### config.mk
export PLATFORM = sky130hd
export DESIGN_NAME = dck_loader
export DESIGN_NICKNAME = d
export VERILOG_FILES = /design/src/rtl/dck_loader.sv
export SDC_FILE = /design/constraint.sdc
export NUM_CORES = 1
export LEC_CHECK = 0
export ABC_AREA = 1
export BUFFER_PORTS_ARGS = -buffer_cell sky130_fd_sc_hd__buf_2
export CORE_UTILIZATION = 58
export DETAILED_ROUTE_END_ITERATION = 10
export GPL_TIMING_DRIVEN = 0
export PLACE_DENSITY_LB_ADDON = 0.25
export SLEW_MARGIN = 20
export SYNTH_ARGS = -nofsm -noshare
export SYNTH_HDL_FRONTEND = slang
export SYNTH_SLANG_ARGS = --single-unit
### constraint.sdc
create_clock -name clock -period 2.5 [get_ports clock]
set_clock_uncertainty 0.05 [all_clocks]
set_input_delay 0.75 -clock clock [delete_from_list [all_inputs] [get_ports clock]]
set_output_delay 0.75 -clock clock [all_outputs]
set_load 0.005 [all_outputs]
### src/rtl/dck_loader.sv
// dck_loader: parses a TS2068 DCK cartridge stream arriving through data_io and
// turns every DOCK payload byte into a write at {chunk, offset} inside the DOCK
// region. It also publishes per-chunk presence and ROM maps for the dock decoder.
// Optional feature macro: DCK_FILL_EN. When defined, RAM chunks declared without
// data (type 1) are zero-filled with FILL_BYTE after the download ends.
module dck_loader #(
    parameter logic [7:0] DCK_INDEX = 8'd1,
    parameter logic [7:0] FILL_BYTE = 8'h00
) (
    input  logic        clock,
    input  logic        reset,
    input  logic        ce,
    input  logic        ioctl_download,
    input  logic [7:0]  ioctl_index,
    input  logic        ioctl_wr,
    input  logic [7:0]  ioctl_dout,
    output logic        wr_en,
    output logic [15:0] wr_addr,
    output logic [7:0]  wr_data,
    output logic [7:0]  dock_map,
    output logic [7:0]  dock_rom,
    output logic        busy,
    output logic        error
);

    typedef enum logic [2:0] {
        S_IDLE,
        S_BANK,
        S_TYPES,
`ifdef DCK_FILL_EN
        S_FILL,
`endif
        S_DATA
    } state_t;

    state_t          state, state_nxt;
    logic            act, act_q;
    logic            foreign, foreign_nxt;
    logic [2:0]      type_idx, type_idx_nxt;
    logic [7:0][1:0] type_sh, type_sh_nxt;
    logic [7:0]      data_mask, data_mask_nxt;
    logic [2:0]      chunk, chunk_nxt;
    logic [12:0]     offset, offset_nxt;
    logic            wr_en_nxt;
    logic [15:0]     wr_addr_nxt;
    logic [7:0]      wr_data_nxt;
    logic [7:0]      dock_map_nxt, dock_rom_nxt;
    logic            busy_nxt, error_nxt;
`ifdef DCK_FILL_EN
    logic [7:0]      fill_mask, fill_mask_nxt;
`else
    logic            unused_fill;
    assign unused_fill = ^{ce, FILL_BYTE};
`endif

    assign act = ioctl_download && (ioctl_index == DCK_INDEX);

    // Lowest set bit of mask at or above index 'from'; result is {found, index}.
    function automatic logic [3:0] find_from(input logic [7:0] mask, input logic [3:0] from);
        logic [3:0] res;
        res = 4'd0;
        for (int i = 7; i >= 0; i--) begin
            if ((i >= int'(from)) && mask[i]) begin
                res = {1'b1, 3'(i)};
            end
        end
        return res;
    endfunction

    // Next-state and next-output decode for the block parser.
    always_comb begin
        logic [7:0][1:0] type_new;
        logic [3:0]      hit;
        logic            end_dl;
        logic [7:0]      m_data, m_map, m_rom, m_fill;

        state_nxt     = state;
        foreign_nxt   = foreign;
        type_idx_nxt  = type_idx;
        type_sh_nxt   = type_sh;
        data_mask_nxt = data_mask;
        chunk_nxt     = chunk;
        offset_nxt    = offset;
        wr_en_nxt     = 1'b0;
        wr_addr_nxt   = wr_addr;
        wr_data_nxt   = wr_data;
        dock_map_nxt  = dock_map;
        dock_rom_nxt  = dock_rom;
        busy_nxt      = busy;
        error_nxt     = error;
`ifdef DCK_FILL_EN
        fill_mask_nxt = fill_mask;
`endif
        type_new = type_sh;
        hit      = 4'd0;
        end_dl   = 1'b0;
        m_data   = 8'd0;
        m_map    = 8'd0;
        m_rom    = 8'd0;
        m_fill   = 8'd0;

        case (state)
            S_IDLE: begin
                busy_nxt = 1'b0;
                if (act && !act_q) begin
                    state_nxt    = S_BANK;
                    dock_map_nxt = 8'd0;
                    dock_rom_nxt = 8'd0;
                    error_nxt    = 1'b0;
                    busy_nxt     = 1'b1;
`ifdef DCK_FILL_EN
                    fill_mask_nxt = 8'd0;
`endif
                    if (ioctl_wr) begin
                        foreign_nxt  = (ioctl_dout != 8'd0);
                        type_idx_nxt = 3'd0;
                        state_nxt    = S_TYPES;
                    end
                end
            end
            S_BANK: begin
                if (!act) begin
                    end_dl = 1'b1;
                end else if (ioctl_wr) begin
                    foreign_nxt  = (ioctl_dout != 8'd0);
                    type_idx_nxt = 3'd0;
                    state_nxt    = S_TYPES;
                end
            end
            S_TYPES: begin
                if (!act) begin
                    error_nxt = 1'b1;
                    end_dl    = 1'b1;
                end else if (ioctl_wr) begin
                    if (ioctl_dout > 8'd3) begin
                        error_nxt          = 1'b1;
                        type_new[type_idx] = 2'd0;
                    end else begin
                        type_new[type_idx] = ioctl_dout[1:0];
                    end
                    type_sh_nxt  = type_new;
                    type_idx_nxt = type_idx + 3'd1;
                    if (type_idx == 3'd7) begin
                        for (int i = 0; i < 8; i++) begin
                            m_data[i] = type_new[i][1];
                            m_map[i]  = (type_new[i] != 2'd0);
                            m_rom[i]  = (type_new[i] == 2'd2);
                            m_fill[i] = (type_new[i] == 2'd1);
                        end
                        data_mask_nxt = m_data;
                        if (!foreign) begin
                            dock_map_nxt = m_map;
                            dock_rom_nxt = m_rom;
`ifdef DCK_FILL_EN
                            fill_mask_nxt = m_fill;
`endif
                        end
                        hit = find_from(m_data, 4'd0);
                        if (hit[3]) begin
                            state_nxt  = S_DATA;
                            chunk_nxt  = hit[2:0];
                            offset_nxt = 13'd0;
                        end else begin
                            state_nxt = S_BANK;
                        end
                    end
                end
            end
            S_DATA: begin
                if (!act) begin
                    error_nxt = 1'b1;
                    end_dl    = 1'b1;
                end else if (ioctl_wr) begin
                    if (!foreign) begin
                        wr_en_nxt   = 1'b1;
                        wr_addr_nxt = {chunk, offset};
                        wr_data_nxt = ioctl_dout;
                    end
                    offset_nxt = offset + 13'd1;
                    if (offset == 13'h1FFF) begin
                        hit = find_from(data_mask, {1'b0, chunk} + 4'd1);
                        if (hit[3]) begin
                            chunk_nxt = hit[2:0];
                        end else begin
                            state_nxt = S_BANK;
                        end
                    end
                end
            end
`ifdef DCK_FILL_EN
            S_FILL: begin
                if (ce && !wr_en) begin
                    wr_en_nxt   = 1'b1;
                    wr_addr_nxt = {chunk, offset};
                    wr_data_nxt = FILL_BYTE;
                    offset_nxt  = offset + 13'd1;
                    if (offset == 13'h1FFF) begin
                        hit = find_from(fill_mask, {1'b0, chunk} + 4'd1);
                        if (hit[3]) begin
                            chunk_nxt = hit[2:0];
                        end else begin
                            state_nxt = S_IDLE;
                        end
                    end
                end
            end
`endif
            default: begin
                state_nxt = S_IDLE;
            end
        endcase

        if (end_dl) begin
`ifdef DCK_FILL_EN
            hit = find_from(fill_mask, 4'd0);
            if (hit[3]) begin
                state_nxt  = S_FILL;
                chunk_nxt  = hit[2:0];
                offset_nxt = 13'd0;
            end else begin
                state_nxt = S_IDLE;
                busy_nxt  = 1'b0;
            end
`else
            state_nxt = S_IDLE;
            busy_nxt  = 1'b0;
`endif
        end
    end

    // State register; reset aborts any download or fill immediately.
    always_ff @(posedge clock or negedge reset) begin
        if (!reset) begin
            state <= S_IDLE;
        end else begin
            state <= state_nxt;
        end
    end

    // Datapath and output registers updated from the decode above.
    always_ff @(posedge clock or negedge reset) begin
        if (!reset) begin
            act_q     <= 1'b0;
            foreign   <= 1'b0;
            type_idx  <= 3'd0;
            type_sh   <= '0;
            data_mask <= 8'd0;
            chunk     <= 3'd0;
            offset    <= 13'd0;
            wr_en     <= 1'b0;
            wr_addr   <= 16'd0;
            wr_data   <= 8'd0;
            dock_map  <= 8'd0;
            dock_rom  <= 8'd0;
            busy      <= 1'b0;
            error     <= 1'b0;
`ifdef DCK_FILL_EN
            fill_mask <= 8'd0;
`endif
        end else begin
            act_q     <= act;
            foreign   <= foreign_nxt;
            type_idx  <= type_idx_nxt;
            type_sh   <= type_sh_nxt;
            data_mask <= data_mask_nxt;
            chunk     <= chunk_nxt;
            offset    <= offset_nxt;
            wr_en     <= wr_en_nxt;
            wr_addr   <= wr_addr_nxt;
            wr_data   <= wr_data_nxt;
            dock_map  <= dock_map_nxt;
            dock_rom  <= dock_rom_nxt;
            busy      <= busy_nxt;
            error     <= error_nxt;
`ifdef DCK_FILL_EN
            fill_mask <= fill_mask_nxt;
`endif
        end
    end

endmodule

==> results of run 1 <==
layout make-up:
type / count / area (um2) / share of cell area, %
multi-input combinational: 462 / 2280 / 40.9
sequential: 90 / 2250 / 40.4
timing repair buffer: 63 / 343 / 6.14
inverter: 71 / 272 / 4.86
tap: 105 / 131 / 2.35
clock buffer: 9 / 124 / 2.22
buffer: 18 / 104 / 1.86
clock inverter: 7 / 75.1 / 1.34
metrics by stage:
step	setup TNS [ns]	utilization (%)
floorplan	0	-
global placement	-13.20	65.0
detailed placement	-7.52	65.3
CTS	0	67.7
global route	0	67.9
finish	0	67.9
power by group through the flow:
stage | clock (W) | combinational, W | sequential [W]
after floorplan | 0 | 0.000529 | 0.00161
after global placement | 0 | 0.000697 | 0.00162
after detailed placement | 0 | 0.000726 | 0.00162
after CTS | 0.00105 | 0.000730 | 0.00160
after global routing | 0.00111 | 0.000833 | 0.00161
final | 0.00104 | 0.000738 | 0.00160
final timing paths:
check / from / end / slack (ns)
max: chunk[0] / state[1] / 0.20
min: reset / wr_addr[4] / 0.27
min reg2reg: type_sh[4] / type_sh[4] / 0.43
min in group clock: type_sh[4] / type_sh[4] / 0.43
max in group asynchronous: reset / dock_map[6] / 1.49
max reg2reg: chunk[0] / state[1] / 0.20
registers in the layout (all words and copies together) (netlist names):
register and count:
type_sh 16, wr_en 1, dock_rom 8, dock_map 8, act_q 1, type_idx 3
foreign 1, state 2, wr_data 8, offset 13, chunk 3, data_mask 8
error 1, busy 1, wr_addr 16
cell usage after synthesis, drive strengths merged (3+ instances only):
cell / count
nand2: 226
dfrtp: 90
o21ai: 85
inv: 71
nor2: 68
nand3: 28
nor3: 13
nand4: 12
buf: 10
xor2: 10
clkbuf: 8
ha: 7
a21oi: 3
nor4: 3
per-layer routing:
layer | share of wire (%) | global-route usage [%] | wire length (um)
met1 | 46 | 40.4 | 5320
met2 | 46 | 42.3 | 5280
met3 | 6.3 | 5.18 | 721
met4 | 1.5 | 7.56 | 177
met5 | 0 | 0 | 0
repair_timing:
item / in CTS / in global routing
setup buffers: 0 / 1
resized for setup: 0 / 4
endpoints found under the setup margin: 0 / 12
kinds of logic (layout without fill, tap and decap cells):
kind of cell             after synthesis  in the layout
AND/OR/NAND/NOR                      351            351
buffers and inverters                 89            168
flip-flops                            90             90
adder cells (fa/ha/maj)                7              7
XOR/XNOR                              11             11
AO/OA/AOI/OAI                         93             93
==> reports/qor.txt, run 1 <==
Sequential Power Share -> 47.3%
port buffer count -> 61
worst r2r path cells -> 11
Core Region -> 8220 um2
Synth Net Count -> 669
WL per Instance -> 13.9 um
row cnt -> 33
Synth Area in Adders -> 1.79%
grt ovf -> 0
Post-synth EDFFs -> 0
DRT Wirelength -> 11.5 mm
# fillers -> 709
crit-path most repeated cell -> nand2_1
DP Wirelength -> 8.51 mm
starting density of the core -> 59.6%
WS Path Type -> reg -> reg
flops & latches, synth -> 90
Post-Synth XOR/XNOR Area -> 1.97%
sw frac -> 34.6%
Gate Count Post-Synth -> 641
dpl cells -> 808
period utilization -> 92.1%
CTS Buf Count -> 9
DIE HEIGHT -> 93.9 um
CTS tree -> built
clk sinks -> 90
internal power -> 0.00221 W
crit-path max cell delay -> 0.46 ns
Clock transition at path regs -> 0.10 ns
Comb pwr share -> 21.8%
Critical Path Source Type -> flip-flop
post-synth top area cell -> dfrtp_1
Psw -> 0.00117 W
Pleak -> 2.82 nW
via count -> 4512
Post-Layout Cell Count -> 825
Setup Viol. Count Final -> 0
Final ANT Viol Nets -> 0
status -> finished clean
RSZ-0062 raised after global routing -> no
First DRT Iteration DRCs -> 343
Synth Flop Type -> dfrtp_1
DRC viols -> 0
Clock power frac -> 30.9%
Worst Hold Class -> in -> async
Peak VDD IR -> 0.000335 V
gr usage total -> 27.7%
Min Hold Slack -> 0.273 ns
die extent in x -> 93.9 um
Die ar. -> 8820 um2
Synth cell types -> 35
Finished Cell Area -> 5580 um2
number of global-route vias before repair -> 4055
Final Hold Violating Endpoints -> 0
Final Critical Period -> 2.30 ns
mapped cell area -> 4900 um2
cts hold-fix bufs -> 0
commonest non-fill, non-tap cells in the layout -> nand2_1 (217), dfrtp_1 (89), o21ai_0 (67)
final net count -> 743
fmax -> 0.434 GHz
post-synthesis compound-gate area fraction -> 10.5%
slowest cell on the critical path -> dfrtp_1
register area share after synthesis -> 46.0%
critical path, cell by cell -> inv_1 -> ha_1 -> nand2_1 -> inv_1 -> o21ai_0 -> nand2_1 -> o31ai_1 -> nand2_1 -> nor2_1 -> nand2_1 -> nand2_1
kind of cell adding the most delay to the critical path -> compound AO/OA/AOI/OAI gates
initial antenna violation count -> 0
Max FO, Critical Path -> 6
Worst Tran Pin Value -> 0.475 ns
clk root buf -> clkbuf_8
Area contributors post-synth -> dfrtp_1 (46%), nand2_1 (17%), o21ai_0 (6.8%), inv_1 (4.7%), nor2_1 (4.3%)
post-synthesis mux area share -> 0%
clock latency on the worst-skew pair -> 0.37 ns
ANT cells -> 0
Final WS setup -> 0.198 ns
Crit path buffers/inverters -> 2
post-layout total power -> 0.00338 W
via-per-instance ratio -> 5.47
share of cells above drive strength 1 -> 19.4%
leading cell type in the layout, fill and taps excluded -> nand2_1
I/O Pins -> 64
area share of the largest cell type after synthesis -> 46.0%
Pwr Density -> 606 nW/um2
Ys Warns -> 0
GPL Wtd Cong -> 0.915
area growth from synthesis to layout -> 13.9%
CP Depth -> 11
Synth Area in Simple Gates -> 32.1%
Required @ worst endpoint -> 2.77 ns
Max-Cap Viols -> 0
share of flip-flops with an asynchronous set or reset -> 100%
largest net degree at the start of global routing -> 57
CP endpoint kind -> flip-flop
largest family of logic cells by synthesized area -> simple AND/OR/NAND/NOR gates
max_slew headroom -> 68.3%
fin. max-slew vios -> 0
dpl ws -> -0.211 ns
H-Tree Level Count -> 3
Syn Area/Cell -> 7.65 um2
First-pass DRT Iterations -> 5
crit path DAT -> 2.57 ns
dpl cell area -> 5370 um2
global-route wire length before repair -> 19.1 mm
Max Root-Sink Buffers -> 2
No activity file was read; power rests on OpenSTA's default activity.
==> run 2: changes to the inputs <==
SETUP_SLACK_MARGIN = 0.3   (was default)
==> run 2 against run 1 <==
Effect of this change:
- sequential power is essentially flat
- register-to-register slack better by 0.19 ns
- clock-buffer cell count unchanged
- hold slack worse by 0.0061 ns
- fmax up 9.0%
- critical path depth fell by 1
- final cell count rose by 2.1%
- setup slack improved by 0.19 ns
- die area is the same
- wire length increased by 4.0%
- largest cell class unchanged
==> reports/qor.txt, run 2 (synthesis gave the netlist of run 1 again) <==
First DRT Iteration DRCs -> 329
DRC viols -> 0
slowest cell on the critical path -> clkbuf_2
Worst Tran Pin Value -> 0.488 ns
H-Tree Level Count -> 3
status -> finished clean
clk root buf -> clkbuf_8
dpl cell area -> 5370 um2
largest net degree at the start of global routing -> 57
clk sinks -> 90
Worst Hold Class -> in -> async
fmax -> 0.473 GHz
dpl cells -> 808
Top Layer Used -> met4
met3 routed WL -> 786 um
period utilization -> 84.5%
fin. max-slew vios -> 0
Finished Cell Area -> 5810 um2
WL per Instance -> 14.2 um
Max-Cap Viols -> 0
routed metal-1 wire length -> 5.36 mm
Post-Layout Cell Count -> 842
DP Wirelength -> 8.51 mm
starting density of the core -> 59.6%
Pwr Density -> 588 nW/um2
clock latency on the worst-skew pair -> 0.37 ns
final net count -> 760
Peak VDD IR -> 0.000332 V
crit path DAT -> 2.35 ns
Critical Path Source -> ioctl_index[5]
I/O Pins -> 64
WS Path Type -> in -> reg
commonest non-fill, non-tap cells in the layout -> nand2_1 (214), dfrtp_1 (85), buf_2 (64)
via-per-instance ratio -> 5.45
via count -> 4587
met2 WL -> 5.58 mm
row cnt -> 33
largest registers -> type_sh x16, wr_addr x16, offset x13
Required @ worst endpoint -> 2.73 ns
R2R Path Start -> chunk[0]
critical path, cell by cell -> buf_2 -> nor2_1 -> inv_1 -> nor4_1 -> nand2_1 -> buf_4 -> nor3_4 -> nand2_2 -> clkbuf_2 -> o21ai_0
area growth from synthesis to layout -> 18.6%
Clock transition at path regs -> 0.10 ns
Core Region -> 8220 um2
First-pass DRT Iterations -> 5
Final ANT Viol Nets -> 0
share of cells above drive strength 1 -> 24.8%
Die ar. -> 8820 um2
GPL Wtd Cong -> 0.915
Final Hold Violating Endpoints -> 0
area taken by multi-input logic gates -> 2360 um2
Critical Path Source Type -> input pin
CTS tree -> built
Reg area -> 2260 um2
CTS Buf Count -> 9
# fillers -> 655
DIE HEIGHT -> 93.9 um
Max Root-Sink Buffers -> 2
number of global-route vias before repair -> 4095
crit-path max cell delay -> 0.21 ns
Pleak -> 2.91 nW
gr usage total -> 27.9%
DRT Wirelength -> 12.0 mm
Final Critical Period -> 2.11 ns
CP endpoint kind -> flip-flop
port buffer count -> 61
initial antenna violation count -> 0
global-route wire length before repair -> 19.2 mm
Max FO, Critical Path -> 10
grt ovf -> 0
leading cell type in the layout, fill and taps excluded -> nand2_1
die extent in x -> 93.9 um
max_slew headroom -> 67.5%
ANT cells -> 0
post-route setup TNS -> 0 ns
RSZ-0062 raised after global routing -> yes
cts hold-fix bufs -> 0
Setup Viol. Count Final -> 0
## run 2: cell count changes in the layout (fill, tap and decap cells not counted), sizes merged
cell,before,now
buf,73,91
clkbuf,17,16
## run 2: critical path: cells and delay by family
kind	cells	cell delay [ns]
and+or+nand+nor	5	0.87
buffers and inverters	4	0.54
AOI/OAI and AO/OA	1	0.18
## run 2: worst paths after layout
path / end / slack, ns / depth (start not counted)
min in group clock: type_sh[4] / 0.43 / 2
min: wr_addr[4] / 0.27 / 1
min reg2reg: type_sh[4] / 0.43 / 2
max reg2reg: state[0] / 0.39 / 14
max in group asynchronous: chunk[1] / 1.49 / 2
max: data_mask[1] / 0.39 / 10
## run 2: per-stage QoR
step / setup slack (ns) / hold slack [ns] / utilization (%) / power (W)
finish: 0.388 / 0.267 / 70.7 / 0.00342
global route: 0.223 / 0.291 / 70.7 / 0.00360
CTS: 0.309 / 0.282 / 68.1 / 0.00338
detailed placement: -0.211 / 0.410 / 65.3 / 0.00235
global placement: -0.133 / 0.406 / 65.0 / 0.00232
floorplan: 0.302 / 0.392 / - / 0.00214
## run 2: timing repair
action                                  4_1_cts  5_1_grt
endpoints found under the setup margin       57       74
pin swaps                                     3        4
resized for setup                             7       42
setup buffers                                 2       16
## run 2: cell type report
cell class,instances,share of cell area [%]
Tap cell,105,2.26
Buffer,18,2.09
Inverter,71,4.67
Clock inverter,7,1.29
Multi-Input combinational cell,462,40.6
Clock buffer,9,2.13
Sequential cell,90,38.9
Timing Repair Buffer,80,8.09
## run 2: power by group
part | internal [W] | switching (W) | leakage, nW
clock | 0.000473 | 0.000572 | 0.105
sequential | 0.00152 | 0.0000801 | 1.21
combinational | 0.000233 | 0.000538 | 1.60
total | 0.00223 | 0.00119 | 2.91
## run 2: per-layer routing
metal	global-route usage [%]	vias to the layer above
met5	0	-
met1	40.4	2157
met2	42.5	188
li1	-	2215
met4	8.08	0
met3	5.26	27
